<file path="config.mk">
export PLATFORM = sky130hd
export DESIGN_NAME = rgb_pulse_gen_flat
export DESIGN_NICKNAME = d
export VERILOG_FILES = /design/src/rtl/rgb_pkg.sv /design/src/rtl/rgb_pulse_gen_if.sv /design/src/rtl/rgb_phase_cnt.sv /design/src/rtl/rgb_pulse_gen.sv /design/src/flat_wrapper.sv
export SDC_FILE = /design/constraint.sdc
export NUM_CORES = 1
export LEC_CHECK = 0
export CAP_MARGIN = 5
export CORE_ASPECT_RATIO = 0.75
export CORE_MARGIN = 10
export CORE_UTILIZATION = 55
export DETAILED_ROUTE_END_ITERATION = 7
export HOLD_SLACK_MARGIN = 0.12
export PLACE_DENSITY_LB_ADDON = 0.05
export SLEW_MARGIN = 20
export SYNTH_ARGS = -nofsm -noshare
export SYNTH_HDL_FRONTEND = slang
export SYNTH_HIERARCHICAL = 1
export SYNTH_SLANG_ARGS = --single-unit
</file>
<file path="constraint.sdc">
create_clock -name clk -period 4.81 [get_ports clk]
set_input_delay 0.481 -clock clk [delete_from_list [all_inputs] [get_ports clk]]
set_output_delay 0.481 -clock clk [all_outputs]
set_load 0.02 [all_outputs]
</file>
<file path="src/rtl/rgb_pkg.sv">
// Shared definitions for the WS2812-style LED line driver: FSM states,
// 50 MHz default timing and the per-LED bit count shared with rgb_data.
package rgb_pkg;

  typedef enum logic [1:0] {
    ST_IDLE  = 2'd0,
    ST_HIGH  = 2'd1,
    ST_LOW   = 2'd2,
    ST_LATCH = 2'd3
  } rgb_state_e;

  localparam int DEF_T0H      = 20;
  localparam int DEF_T1H      = 40;
  localparam int DEF_TBIT     = 63;
  localparam int DEF_TRESET   = 2500;
  localparam int DEF_NUM_LEDS = 16;
  localparam int BITS_PER_LED = 24;

  function automatic int max_int(input int a, input int b);
    return (a > b) ? a : b;
  endfunction

endpackage

</file>
<file path="src/rtl/rgb_pulse_gen_if.sv">
// Frame request, bit handshake and line outputs between the pulse
// generator and its neighbours; clock and reset stay plain ports.
interface rgb_pulse_gen_if;

  logic start;
  logic bitval;
  logic nextflag;
  logic dout;
  logic busy;
  logic done;

  modport master (
    output start,
    output bitval,
    input  nextflag,
    input  dout,
    input  busy,
    input  done
  );

  modport slave (
    input  start,
    input  bitval,
    output nextflag,
    output dout,
    output busy,
    output done
  );

endinterface

</file>
<file path="src/rtl/rgb_phase_cnt.sv">
// Loadable down-counter that times every HIGH, LOW and LATCH phase.
// Loading N-1 keeps the owning state active for exactly N cycles.
module rgb_phase_cnt #(
  parameter int W = 8
) (
  input  logic         clk,
  input  logic         reset,
  input  logic         load,
  input  logic [W-1:0] load_val,
  output logic         tc,
  output logic         tc_next
);

  logic [W-1:0] cnt_q;
  logic [W-1:0] cnt_d;

  always_comb begin
    cnt_d = cnt_q;
    if (load) begin
      cnt_d = load_val;
    end else if (cnt_q != '0) begin
      cnt_d = cnt_q - W'(1);
    end
  end

  always_ff @(posedge clk) begin
    if (!reset) begin
      cnt_q <= '0;
    end else begin
      cnt_q <= cnt_d;
    end
  end

  // tc_next lets the owner register an output that coincides with the final phase cycle.
  assign tc      = (cnt_q == '0);
  assign tc_next = (cnt_d == '0);

endmodule

</file>
<file path="src/rtl/rgb_pulse_gen.sv">
// Renders each upstream bit as a high/low pulse on the LED line, then holds
// the line low for the latch gap and reports completion with done.
module rgb_pulse_gen
  import rgb_pkg::*;
#(
  parameter int T0H      = DEF_T0H,
  parameter int T1H      = DEF_T1H,
  parameter int TBIT     = DEF_TBIT,
  parameter int TRESET   = DEF_TRESET,
  parameter int NUM_LEDS = DEF_NUM_LEDS
) (
  input  logic           clk,
  input  logic           reset,
  rgb_pulse_gen_if.slave bus
);

  localparam int PW    = $clog2(max_int(TRESET, TBIT) + 1);
  localparam int NBITS = NUM_LEDS * BITS_PER_LED;
  localparam int BW    = $clog2(NBITS);

  localparam logic [PW-1:0] HI0_LD   = PW'(T0H - 1);
  localparam logic [PW-1:0] HI1_LD   = PW'(T1H - 1);
  localparam logic [PW-1:0] LO0_LD   = PW'(TBIT - T0H - 1);
  localparam logic [PW-1:0] LO1_LD   = PW'(TBIT - T1H - 1);
  localparam logic [PW-1:0] LAT_LD   = PW'(TRESET - 1);
  localparam logic [BW-1:0] LAST_BIT = BW'(NBITS - 1);

  rgb_state_e    state_q;
  rgb_state_e    state_d;
  logic          cur_bit_q;
  logic          cur_bit_d;
  logic [BW-1:0] bit_cnt_q;
  logic [BW-1:0] bit_cnt_d;
  logic          dout_q;
  logic          dout_d;
  logic          busy_q;
  logic          busy_d;
  logic          nextflag_q;
  logic          nextflag_d;
  logic          done_q;
  logic          done_d;

  logic          ph_load;
  logic [PW-1:0] ph_load_val;
  logic          ph_tc;
  logic          ph_tc_next;

  rgb_phase_cnt #(
    .W (PW)
  ) u_phase_cnt (
    .clk      (clk),
    .reset    (reset),
    .load     (ph_load),
    .load_val (ph_load_val),
    .tc       (ph_tc),
    .tc_next  (ph_tc_next)
  );

  // Next-state logic: every slot boundary samples bitval and reloads the phase counter.
  always_comb begin
    state_d     = state_q;
    cur_bit_d   = cur_bit_q;
    bit_cnt_d   = bit_cnt_q;
    ph_load     = 1'b0;
    ph_load_val = '0;

    case (state_q)
      ST_IDLE: begin
        bit_cnt_d = '0;
        if (bus.start) begin
          cur_bit_d   = bus.bitval;
          state_d     = ST_HIGH;
          ph_load     = 1'b1;
          ph_load_val = bus.bitval ? HI1_LD : HI0_LD;
        end
      end

      ST_HIGH: begin
        if (ph_tc) begin
          state_d     = ST_LOW;
          ph_load     = 1'b1;
          ph_load_val = cur_bit_q ? LO1_LD : LO0_LD;
        end
      end

      ST_LOW: begin
        if (ph_tc) begin
          ph_load = 1'b1;
          if (bit_cnt_q == LAST_BIT) begin
            state_d     = ST_LATCH;
            ph_load_val = LAT_LD;
          end else begin
            bit_cnt_d   = bit_cnt_q + BW'(1);
            cur_bit_d   = bus.bitval;
            state_d     = ST_HIGH;
            ph_load_val = bus.bitval ? HI1_LD : HI0_LD;
          end
        end
      end

      ST_LATCH: begin
        if (ph_tc) begin
          state_d = ST_IDLE;
        end
      end

      default: begin
        state_d = ST_IDLE;
      end
    endcase
  end

  // Outputs are decoded from the next state so that every one of them is a flop.
  always_comb begin
    dout_d     = (state_d == ST_HIGH);
    busy_d     = (state_d != ST_IDLE);
    nextflag_d = (state_d == ST_HIGH) && (state_q != ST_HIGH);
    done_d     = (state_d == ST_LATCH) && ph_tc_next;
  end

  always_ff @(posedge clk) begin
    if (!reset) begin
      state_q    <= ST_IDLE;
      cur_bit_q  <= 1'b0;
      bit_cnt_q  <= '0;
      dout_q     <= 1'b0;
      busy_q     <= 1'b0;
      nextflag_q <= 1'b0;
      done_q     <= 1'b0;
    end else begin
      state_q    <= state_d;
      cur_bit_q  <= cur_bit_d;
      bit_cnt_q  <= bit_cnt_d;
      dout_q     <= dout_d;
      busy_q     <= busy_d;
      nextflag_q <= nextflag_d;
      done_q     <= done_d;
    end
  end

  assign bus.dout     = dout_q;
  assign bus.busy     = busy_q;
  assign bus.nextflag = nextflag_q;
  assign bus.done     = done_q;

endmodule

</file>
<file path="src/flat_wrapper.sv">
// flat-port wrapper written by rule: the top's interface ports become plain ports
module rgb_pulse_gen_flat import rgb_pkg::*;
#(
  parameter int T0H      = DEF_T0H,
  parameter int T1H      = DEF_T1H,
  parameter int TBIT     = DEF_TBIT,
  parameter int TRESET   = DEF_TRESET,
  parameter int NUM_LEDS = DEF_NUM_LEDS
)
  (clk, reset, bus_start, bus_bitval, bus_nextflag, bus_dout, bus_busy, bus_done);
  rgb_pulse_gen_if bus_i ();
  input  logic clk;
  input  logic reset;
  input wire logic [$bits(bus_i.start)-1:0] bus_start;
  input wire logic [$bits(bus_i.bitval)-1:0] bus_bitval;
  output wire logic [$bits(bus_i.nextflag)-1:0] bus_nextflag;
  output wire logic [$bits(bus_i.dout)-1:0] bus_dout;
  output wire logic [$bits(bus_i.busy)-1:0] bus_busy;
  output wire logic [$bits(bus_i.done)-1:0] bus_done;
  assign bus_i.start = bus_start;
  assign bus_i.bitval = bus_bitval;
  assign bus_nextflag = bus_i.nextflag;
  assign bus_dout = bus_i.dout;
  assign bus_busy = bus_i.busy;
  assign bus_done = bus_i.done;
  rgb_pulse_gen #(.T0H(T0H), .T1H(T1H), .TBIT(TBIT), .TRESET(TRESET), .NUM_LEDS(NUM_LEDS)) u_core (.clk(clk), .reset(reset), .bus(bus_i));
endmodule
</file>
==> flow_summary.ini <==
[sta]
clock_skew_ns = 0.005186
setup_tns_ns = 0
tightest_slew_ns = 0.8030
fin_crit_ns = 3.633
grt_setup_unrepaired = false
period_share = 0.7554
setup_violations = 0
fmax_mhz = 275.2
finalHoldViolations = 0
whs_ns = 0.5170
slew_violations = 0
max_slew_margin = 0.4597

[routing]
ant_nets = 0
via_count = 1654
routedWlPerCell_um = 16.24
firstDrtPassIters = 4
viasPerCell = 6.265
drtIter0Drc = 235
routed_wl_mm = 4.288
drc = 0

[finish]
area_delta_synth_final_pct = 10.51
drive_gt1_frac = 0.07522
insertedDiodeCount = 0
layout_common_cells = 28 x dfxtp_1, 22 x nor2_1, 18 x nand2_1
final_nets = 238
final_common_cell = dfxtp_1

[die]
die-area_sq_um = 5832
io_pins = 8
die_h_um = 68.68
initial_core_util = 0.5836
die_w_um = 84.91
core-area_sq_um = 2978
num_rows = 17

[synthesis]
synthFlopType = dfxtp_1
yosys_warnings = 6
synth_edf_count = 0
yosysSeqAreaShare = 0.3225
postSynthAreaPerCell_sq_um = 8.009
syn-cell-area_sq_um = 1738
ys_async_sr_fraction = 0
syn_inst = 217
synth_cell_type_count = 53
ys_seq_elements = 28

[critical_path]
cp-end-kind = flip-flop
cp_num_buf_inv = 3
crit_family = simple AND/OR/NAND/NOR gates
cp_cell_sequence = inv_1, ha_1, or3b_2, nor4_4, buf_4, nand2_1, a21oi_1, buf_4, a311oi_1, a21oi_1, o41ai_1, or4b_1, nor4_1, and3_1
cp.arrival_ns = 3.86
max_stage_delay_ns = 0.53
path_class = reg2reg
crit_fanout = 22
required_ns = 5.04
crit_path_start_kind = flip-flop
cpMaxStageDelayCell = or4b_1

[worst_hold_path]
hp-class = reg2reg

[clock_network]
cts_buffers = 3
clkLatencyLatePin_ns = 0.27
ctsResizeCount = 0
clockBufferDepth = 2
postCtsSetupRepairBufs = 0
cts_tree = done
cts_sinks = 28
htreeDepth = 1
path_clk_slew_ns = 0.10
ctsHoldBuffers = 0
cts_root_buffer = clkbuf_8

[global_route]
overflow = 0
antenna_found_initial = 0
grt_use_total = 0.1512
grt_pass1_wl_mm = 7.341
grt_max_degree = 23
grt_pass1_vias = 1473

[power_and_ir_drop]
pwr_density_cell_nw_per_um2 = 457.7
leakagePower_nw = 0.7063
peakVddDrop_mv = 0.2797

[run_status]
status = complete, no violations

[placement]
dpl.hpwl_mm = 3.260
port_buffers = 7
place_congestion = 0.9373

[job]
cap_violations = 0
## synthesized netlist by cell type (2+ instances only)
cell type | n | area share
ha_1 | 7 | 0.050
nor2b_1 | 2 | 0.0072
o211ai_1 | 5 | 0.022
xnor2_1 | 4 | 0.020
nand2b_1 | 4 | 0.014
nand2_1 | 18 | 0.039
a21o_1 | 2 | 0.0086
nor4_1 | 5 | 0.018
o31ai_1 | 5 | 0.022
and3_1 | 2 | 0.0072
o21ai_0 | 15 | 0.043
clkbuf_1 | 2 | 0.0043
buf_2 | 2 | 0.0058
nor3_1 | 7 | 0.020
or2_2 | 2 | 0.0072
or4_1 | 2 | 0.0086
nor2_1 | 22 | 0.048
inv_1 | 13 | 0.028
nand4_1 | 3 | 0.011
and2_1 | 4 | 0.014
or3b_2 | 2 | 0.010
o21a_1 | 4 | 0.017
o41ai_1 | 2 | 0.010
a41oi_1 | 2 | 0.010
mux2i_1 | 4 | 0.023
dfxtp_1 | 28 | 0.32
a21oi_1 | 14 | 0.040
nand3_1 | 4 | 0.012
and4_1 | 2 | 0.010
or3_1 | 6 | 0.022
## stage by stage
step | instances | util | cell area, sq um | setup slack (ns) | power (W)
global route | 264 | 0.6450 | 1921 | 0.9355 | 0.0009415
finish | 264 | 0.6450 | 1921 | 1.177 | 0.0008791
CTS | 264 | 0.6450 | 1921 | 1.241 | 0.0008731
floorplan | 218 | - | 1742 | 1.259 | 0.0005926
global placement | 260 | 0.6210 | 1849 | 1.483 | 0.0006824
detailed placement | 260 | 0.6210 | 1849 | 1.263 | 0.0006852
## tightest hold or removal path: stages, from the launching register on
cell      delay (ns)
dfxtp_1         0.34
nand3_1         0.06
a21boi_0        0.07
## routing by layer
layer,track usage,up-vias,share of wire
met4,0.02254,0,0.0058
li1,-,811,-
met5,0,-,0
met1,0.2209,775,0.50
met3,0.05972,4,0.11
met2,0.2030,64,0.38
## state kept, by name, summed over array words and instances, names as in the netlist
name                      count
u_core/bus.dout               1
u_core/cur_bit_q              1
u_core/bus.done               1
u_core/bus.nextflag           1
u_core/bit_cnt_q              9
u_core/u_phase_cnt/cnt_q     12
u_core/bus.busy               1
u_core/state_q                2
## final cells by class
cell class              instances  area, sq um
fillers                       260         1057
multi-input cells             171         1104
flip-flops and latches         28        560.5
well taps                      38        47.55
clock buffers                   3        41.29
inverters                      14        52.55
repair buffers                  9        85.08
clock inverters                 1        30.03
## final timing paths
check	startpoint	to	slack, ns	cells past startpoint
setup / recovery	u_core/u_phase_cnt/cnt_q[0]	u_core/bus.done	1.18	14
hold / removal	u_core/bit_cnt_q[1]	u_core/bit_cnt_q[1]	0.52	2
setup reg to reg	u_core/u_phase_cnt/cnt_q[0]	u_core/bus.done	1.18	14
hold reg to reg	u_core/bit_cnt_q[1]	u_core/bit_cnt_q[1]	0.52	2
## report_power, final
part           internal [W]  total (W)  leakage, nW  switching [W]
registers          0.000266   0.000309        0.229      0.0000430
logic              0.000156   0.000386        0.441       0.000229
clock network      0.000111   0.000184       0.0357      0.0000731
total              0.000534   0.000879        0.706       0.000345
## logic make-up (layout without fill, tap and decap cells)
group | count (synthesis) | count (layout) | share of synthesized area
AO/OA/AOI/OAI | 61 | 61 | 0.2333
flip-flops | 28 | 28 | 0.3225
XOR/XNOR | 4 | 4 | 0.02016
AND/OR/NAND/NOR | 93 | 93 | 0.3038
multiplexers | 4 | 4 | 0.02304
adder cells (fa/ha/maj) | 7 | 7 | 0.05039
other | 1 | 2 | 0.002158
buffers and inverters | 19 | 27 | 0.04464
(Power assumes the default switching activity.)
